===== src/rtl/rca_nibble_seq.sv =====
// Multi-cycle WIDTH-bit adder built around a single 4-bit ripple-carry adder, one nibble per cycle, LSB first.
// Optional signed-overflow output ovf is enabled by defining RCA_SEQ_OVERFLOW_FLAG_EN.

module rca_4bit (
   input  logic [3:0] x,
   input  logic [3:0] y,
   input  logic       c_in,
   output logic [3:0] s,
   output logic       c_out
);

   logic carry;

   // Bit-serial ripple through the four full adders
   always_comb begin
      carry = c_in;
      s     = '0;
      for (int i = 0; i < 4; i++) begin
         s[i]  = x[i] ^ y[i] ^ carry;
         carry = (x[i] & y[i]) | (carry & (x[i] ^ y[i]));
      end
      c_out = carry;
   end

endmodule

module rca_nibble_seq #(
   parameter int WIDTH = 16
) (
   input  logic             clk,
   input  logic             rst,
   input  logic             in_valid,
   output logic             in_ready,
   input  logic [WIDTH-1:0] a,
   input  logic [WIDTH-1:0] b,
   input  logic             c_in,
   output logic             out_valid,
   input  logic             out_ready,
   output logic [WIDTH-1:0] sum,
   output logic             c_out,
   output logic             busy
`ifdef RCA_SEQ_OVERFLOW_FLAG_EN
   ,
   output logic             ovf
`endif
);

   localparam int NIBBLES = WIDTH / 4;
   localparam int IDXW    = (NIBBLES > 1) ? $clog2(NIBBLES) : 1;
   localparam logic [IDXW-1:0] LAST_IDX = IDXW'(NIBBLES - 1);

   typedef enum logic [1:0] {
      IDLE = 2'd0,
      ADD  = 2'd1,
      DONE = 2'd2
   } state_t;

   state_t            state_q, state_d;
   logic [IDXW-1:0]   idx_q, idx_d;
   logic [WIDTH-1:0]  aReg_q, aReg_d;
   logic [WIDTH-1:0]  bReg_q, bReg_d;
   logic              carry_q, carry_d;
   logic [WIDTH-1:0]  sum_q, sum_d;
   logic              cOut_q, cOut_d;
`ifdef RCA_SEQ_OVERFLOW_FLAG_EN
   logic              ovf_q, ovf_d;
`endif

   logic [3:0] rcaX, rcaY, rcaS;
   logic       rcaCout;

   rca_4bit uRca (
      .x     (rcaX),
      .y     (rcaY),
      .c_in  (carry_q),
      .s     (rcaS),
      .c_out (rcaCout)
   );

   // Nibble select by idx, written as a compare loop to keep index widths exact
   always_comb begin
      rcaX = '0;
      rcaY = '0;
      for (int n = 0; n < NIBBLES; n++) begin
         if (idx_q == IDXW'(n)) begin
            rcaX = aReg_q[4*n +: 4];
            rcaY = bReg_q[4*n +: 4];
         end
      end
   end

   // Next-state and datapath updates; everything holds unless the state says otherwise
   always_comb begin
      state_d = state_q;
      idx_d   = idx_q;
      aReg_d  = aReg_q;
      bReg_d  = bReg_q;
      carry_d = carry_q;
      sum_d   = sum_q;
      cOut_d  = cOut_q;
`ifdef RCA_SEQ_OVERFLOW_FLAG_EN
      ovf_d   = ovf_q;
`endif
      case (state_q)
         IDLE: begin
            if (in_valid) begin
               aReg_d  = a;
               bReg_d  = b;
               carry_d = c_in;
               idx_d   = '0;
               sum_d   = '0;
`ifdef RCA_SEQ_OVERFLOW_FLAG_EN
               ovf_d   = 1'b0;
`endif
               state_d = ADD;
            end
         end
         ADD: begin
            for (int n = 0; n < NIBBLES; n++) begin
               if (idx_q == IDXW'(n)) begin
                  sum_d[4*n +: 4] = rcaS;
               end
            end
            carry_d = rcaCout;
            if (idx_q == LAST_IDX) begin
               cOut_d  = rcaCout;
`ifdef RCA_SEQ_OVERFLOW_FLAG_EN
               ovf_d   = (aReg_q[WIDTH-1] == bReg_q[WIDTH-1]) && (rcaS[3] != aReg_q[WIDTH-1]);
`endif
               state_d = DONE;
            end else begin
               idx_d = idx_q + IDXW'(1);
            end
         end
         DONE: begin
            if (out_ready) begin
               state_d = IDLE;
            end
         end
         default: begin
            state_d = IDLE;
         end
      endcase
   end

   always_ff @(posedge clk) begin
      if (rst) begin
         state_q <= IDLE;
         idx_q   <= '0;
         aReg_q  <= '0;
         bReg_q  <= '0;
         carry_q <= 1'b0;
         sum_q   <= '0;
         cOut_q  <= 1'b0;
`ifdef RCA_SEQ_OVERFLOW_FLAG_EN
         ovf_q   <= 1'b0;
`endif
      end else begin
         state_q <= state_d;
         idx_q   <= idx_d;
         aReg_q  <= aReg_d;
         bReg_q  <= bReg_d;
         carry_q <= carry_d;
         sum_q   <= sum_d;
         cOut_q  <= cOut_d;
`ifdef RCA_SEQ_OVERFLOW_FLAG_EN
         ovf_q   <= ovf_d;
`endif
      end
   end

   assign in_ready  = (state_q == IDLE);
   assign out_valid = (state_q == DONE);
   assign busy      = (state_q == ADD) || (state_q == DONE);
   assign sum       = sum_q;
   assign c_out     = cOut_q;
`ifdef RCA_SEQ_OVERFLOW_FLAG_EN
   assign ovf       = ovf_q;
`endif

endmodule

===== config.mk =====
export PLATFORM = sky130hd
export DESIGN_NAME = rca_nibble_seq
export DESIGN_NICKNAME = d
export VERILOG_FILES = /design/src/rtl/rca_nibble_seq.sv
export SDC_FILE = /design/constraint.sdc
export NUM_CORES = 1
export LEC_CHECK = 0
export ABC_AREA = 1
export BUFFER_PORTS_ARGS = -buffer_cell sky130_fd_sc_hd__buf_4
export CORE_ASPECT_RATIO = 1.75
export CORE_MARGIN = 3
export CORE_UTILIZATION = 51
export CTS_BUF_LIST = sky130_fd_sc_hd__clkbuf_8 sky130_fd_sc_hd__clkbuf_16
export CTS_CLUSTER_SIZE = 16
export DETAILED_ROUTE_END_ITERATION = 7
export PLACE_DENSITY = 0.82
export RECOVER_POWER = 50
export SETUP_SLACK_MARGIN = 0.5
export SYNTH_ARGS = -nofsm -noshare
export SYNTH_HDL_FRONTEND = slang
export SYNTH_SLANG_ARGS = --single-unit

===== constraint.sdc =====
create_clock -name clk -period 5.5 [get_ports clk]
set_clock_uncertainty 0.1 [all_clocks]
set_input_delay 0.55 -clock clk [delete_from_list [all_inputs] [get_ports clk]]
set_output_delay 0.55 -clock clk [all_outputs]
set_load 0.01 [all_outputs]

Yosys cells after proc, flatten, opt, wreduce, memory -nomap -nowiden:

Cells that the tools add are included.

* flip-flop bits (word level): 54
* input bits: 37
* logic and storage cells: 79

* $add $sub $neg: 1
* equal/unequal tests: 12
* mux-type cells: 23
* bitwise gates (word level): 20
* reductions and logical operators: 13

Operator list (number)
* 4-bit 2-to-1 mux: 12
* 16-bit case mux with 2 select lines: 1
* 3-bit AND reduction: 6
* 16-bit 2-to-1 mux: 1
* 2-bit != test, second input constant: 6
* 2-bit 2-to-1 mux: 5
* 1-bit bitwise AND: 8
* 1-bit XOR: 8
* 2-bit == test, second input constant: 3
* 2-bit case mux with 3 select lines: 1
* 2-bit AND reduction: 3
* 2-bit by 1-bit == test with 1-bit output, second input constant: 2
* 2-bit zero test: 2
* 1-bit bitwise OR: 4
* 2-bit case mux with 2 select lines: 1
* 2-bit by 1-bit adder with 2-bit output, second input constant: 1
* 2-bit by 1-bit != test with 1-bit output, second input constant: 1
* 1-bit case mux with 2 select lines: 1
* 2-bit nonzero test: 1
* 1-bit logical OR: 1
* 1-bit 2-to-1 mux: 1

Depth between registers and ports, before layout:

* depth after elaboration: 15
* depth in mapped cells: 17
* depth with buffers taken out: 16

Hierarchy:

Synthesis repeated with hierarchy kept, for this count alone.

* cell total of the unflattened synthesis: 361
* area total of the unflattened synthesis: 2600.0 sq um

By module, submodules not included
* rca_nibble_seq: times used 1, cells each 347, area an instance 2482.4 sq um, sequential area each 1081.0 sq um
* rca_4bit: times used 1, cells each 14, area an instance 117.6 sq um, sequential area each 0.0 sq um

Worst setup path after synthesis:

No wires, ideal clock.

* path type: register to register
* from: register idx_q[1]
* to: register sum_q[11] (netlist: sum[11])
* setup time: 115 ps
* arrival: 2869 ps
* required time: 5285 ps
* path slack: 2416 ps
* stages on the path, launching flop included: 17
* path buffers: 1
* clock period less this slack: 3084 ps
* path through: dfxtp_1 -> inv_1 -> ha_1 -> inv_1 -> buf_2 -> o21ai_0 -> o21ai_0 -> nand2_1 -> fa_1 -> fa_1 -> inv_1 -> fa_1 -> fa_1 -> nand2_1 -> nand3_1 -> nand2_1 -> nor2_1

* cells in the longest elaborated chain, start to end: 15

Ends and longest elaborated chain
* from (decl): line 59 `logic [IDXW-1:0] idx_q, idx_d;`
* from (signal assigned): line 160 `idx_q <= idx_d;`
* 2-bit zero test: line 85 `if (idx_q == IDXW'(n)) begin`
* 4-bit 2-to-1 mux (4 in series): line 85
* 1-bit XOR: line 20 `carry = (x[i] & y[i]) | (carry & (x[i] ^ y[i]));`
* 1-bit bitwise AND: line 20
* 1-bit bitwise OR: line 20
* 1-bit bitwise AND: line 20
* 1-bit bitwise OR: line 20
* 1-bit bitwise AND: line 20
* 1-bit bitwise OR: line 20
* 1-bit XOR: line 19 `s[i] = x[i] ^ y[i] ^ carry;`
* 4-bit 2-to-1 mux: line 120 `if (idx_q == IDXW'(n)) begin`
* 16-bit case mux with 2 select lines: line 104 `case (state_q)`
* to (signal assigned): line 164 `sum_q <= sum_d;`
* to (decl): line 63 `logic [WIDTH-1:0] sum_q, sum_d;`

Parallel ways exist; a longest one is shown, timed or not. The select of a mux whose other input is x is not followed.
A chain may end at the register's enable or synchronous reset.

Final worst setup path:

Same ends and word-level chain as after synthesis.

==> reports/qor.txt <==
outcome: finished clean
worst-path cell chain: inv_1 -> ha_1 -> inv_1 -> o21ai_0 -> o21ai_0 -> nand2_1 -> fa_1 -> fa_1 -> inv_1 -> fa_1 -> fa_1 -> nand2_1 -> nand3_1 -> nand2_1 -> nor2_1
initial antenna violation count: 0
CP arrival: 3.54 ns
post-route ant nets: 0
Global Route Usage Sum: 19.78%
sequential power share: 48.9%
TritonCTS Buffers: 5
DRC viols: 0
Slew HR: 22.52%
Die X: 59.77 µm
worst skew pair latency: 0.30 ns
FF/Latch Area: 0.001081 mm²
Clock H-tree levels: 2
post-cts gate resize count: 0
final number of setup-violating endpoints: 0
Synth-to-Final Area Change: 13.48%
TNS Setup: 0 ns
Yosys warnings: 0
sw frac: 33.86%
sw power: 0.0003233 W
number of max-cap violations: 0
Hold WC Path Type: input port to flip-flop
DP HPWL: 4263 µm
Slowest Stage Delay on Critical Path: 0.43 ns
worst-margin pin slew: 1.162 ns
overall power: 0.0009549 W
multi-input logic area: 0.001266 mm²
Cells after Synth: 359
Starting DRT DRC Count: 92
Die H: 100.1 µm
Core ar.: 0.004790 mm²
Crit path max-delay family: adder cells
first-pass iteration count of the detailed router: 4
Slew Viols, Final: 0
layout cells sized above 1: 12.41%
gr ovfl total: 0
Post-CTS Setup Bufs: 0
vias per inst: 5.204
Worst EP required: 5.61 ns
Top Ports: 57
vias in the first global route: 2210
drt total wl: 5587 µm
Crit Path Max Fanout: 12
crit path time final: 3.432 ns
CTS max path bufs: 2
kind of start point of the critical path: flip-flop
Comb pwr share: 29.4%
met1 usage: 21.00%
ANT cells: 0
Max Freq: 291.4 MHz
clk sink count: 54
Synth Net Count: 407
routed vias: 2368
CTS tree: done
met2 Use GR: 35.17%
I/O Buffers: 56
largest net degree at the start of global routing: 38
post-synthesis cell area: 0.002580 mm²
drt wl/cell: 12.28 µm
Power per Cell Area: 326.1 mW/mm²
WS Path Type: flip-flop to flip-flop
cell-internal power: 0.0006316 W
Die Area: 0.005982 mm²
syn avg cell area: 7.187 µm²
RSZ-0062 raised after global routing: false
Leak: 1.346 nW
Seq/Total Area, Yosys: 41.90%
CP Capture Type: flip-flop
Top cell by count, worst path: fa_1
period utilization: 62.40%
Hold-fix buffers, CTS: 0
initial core utilization: 53.87%
post-layout util: 61.13%
WP buf/inv: 3
fillers: 478
Final Wtd Congestion: 0.9349
Post-Place Cells: 448
clock root cell: clkbuf_8
Distinct cells, synth: 22
met3 Track Usage GR: 3.732%
Final Hold Vio Count: 0
non-filler instance count after layout: 455
global route hottest layer: met2
global-route wire length before repair: 9308 µm
cell area after layout: 0.002928 mm²
CP max stage cell: fa_1
Synth Register Bits: 54
FP Rows: 33
clock slew seen by the registers of the worst setup and hold paths: 0.09 ns
VDD IR max: 0.2204 mV
Clk pwr share: 21.8%
Final #Nets: 451
placed cell areas: 0.002933 mm²
==> synthesized netlist by cell type (all sizes together) <==
| master | number | area, µm² |
|---|---|---|
| nor2 | 84 | 315.3 |
| nand2 | 64 | 250.2 |
| dfxtp | 54 | 1081 |
| o21ai | 39 | 198.9 |
| a21oi | 33 | 168.9 |
| nand3 | 23 | 115.1 |
| inv | 21 | 78.83 |
| buf | 13 | 113.9 |
| clkbuf | 7 | 26.28 |
| ha | 7 | 87.58 |
| or2 | 5 | 31.28 |
| fa | 4 | 80.08 |
| o211ai | 3 | 22.52 |
| clkinv | 1 | 3.750 |
| nand4 | 1 | 6.260 |
==> cells by family (layout without fill, tap and decap cells) <==
family | Yosys count | count (layout) | share of synthesized area, %
adder cells (fa/ha/maj) | 11 | 11 | 6.499
AND/OR/NAND/NOR | 177 | 177 | 27.84
flip-flops | 54 | 54 | 41.90
AO/OA/AOI/OAI | 75 | 75 | 15.13
buffers and inverters | 42 | 86 | 8.633
==> worst paths after layout <==
kind	start	endpoint	slack [ns]	cells after the start
hold / removal	rst	carry_q	0.33	2
setup / recovery	idx_q[1]	sum[11]	2.07	15
hold reg to reg	aReg_q[6]	aReg_q[6]	0.38	2
setup reg to reg	idx_q[1]	sum[11]	2.07	15
==> metrics by stage <==
| stage | setup slack, ns | hold WS, ns |
|---|---|---|
| 2_1_floorplan | 2.416 | 0.3287 |
| 3_3_place_gp | 2.273 | 0.3607 |
| 3_5_place_dp | 2.117 | 0.3693 |
| 4_1_cts | 2.106 | 0.3295 |
| 5_1_grt | 1.753 | 0.3368 |
| 6_report | 2.068 | 0.3322 |
==> area by class of cell <==
class	count	area share, %
multi-input combinational	263	43.25
sequential	54	36.92
timing repair buffer	57	12.05
inverter	22	2.821
clock buffer	5	2.350
tap	52	2.222
clock inverter	2	0.3846
==> worst register-to-register path: cells and delay by family, from the launching register on <==
kind | cells | cell delay (ns)
compound gates | 2 | 0.27
fa+ha+maj | 5 | 1.65
buf+inv | 3 | 0.44
flops | 1 | 0.39
simple gates | 5 | 0.49
==> power by group through the flow <==
stage	clock network (W)	registers, W	logic, W
floorplan	0	0.000480	0.000210
global placement	0	0.000476	0.000292
detailed placement	0	0.000476	0.000300
CTS	0.000207	0.000467	0.000301
global route	0.000221	0.000472	0.000327
finish	0.000208	0.000467	0.000280
==> registers in the layout, summed over array words and instances, names as in the netlist <==
name and count:
bReg_q 16, carry_q 1, state_q 2, aReg_q 16, c_out 1, sum 16, idx_q 2
==> placed cells by master (no fill, tap or decap) <==
cell type    n
nor2_1      84
nand2_1     64
dfxtp_1     54
o21ai_0     38
buf_4       37
a21oi_1     32
nand3_1     23
inv_1       22
clkbuf_1    20
ha_1         7
or2_2        5
clkbuf_8     5
fa_1         4
o211ai_1     3
clkinv_1     1
o21ai_2      1
a21oi_2      1
nand4_1      1
clkinvlp_4   1
==> per-layer routing <==
layer | vias to the layer above | wire, µm
met5 | - | 0
met4 | 0 | 141
met2 | 62 | 3062
met3 | 15 | 245
met1 | 1062 | 2138
li1 | 1229 | -
(Power assumes the default switching activity.)
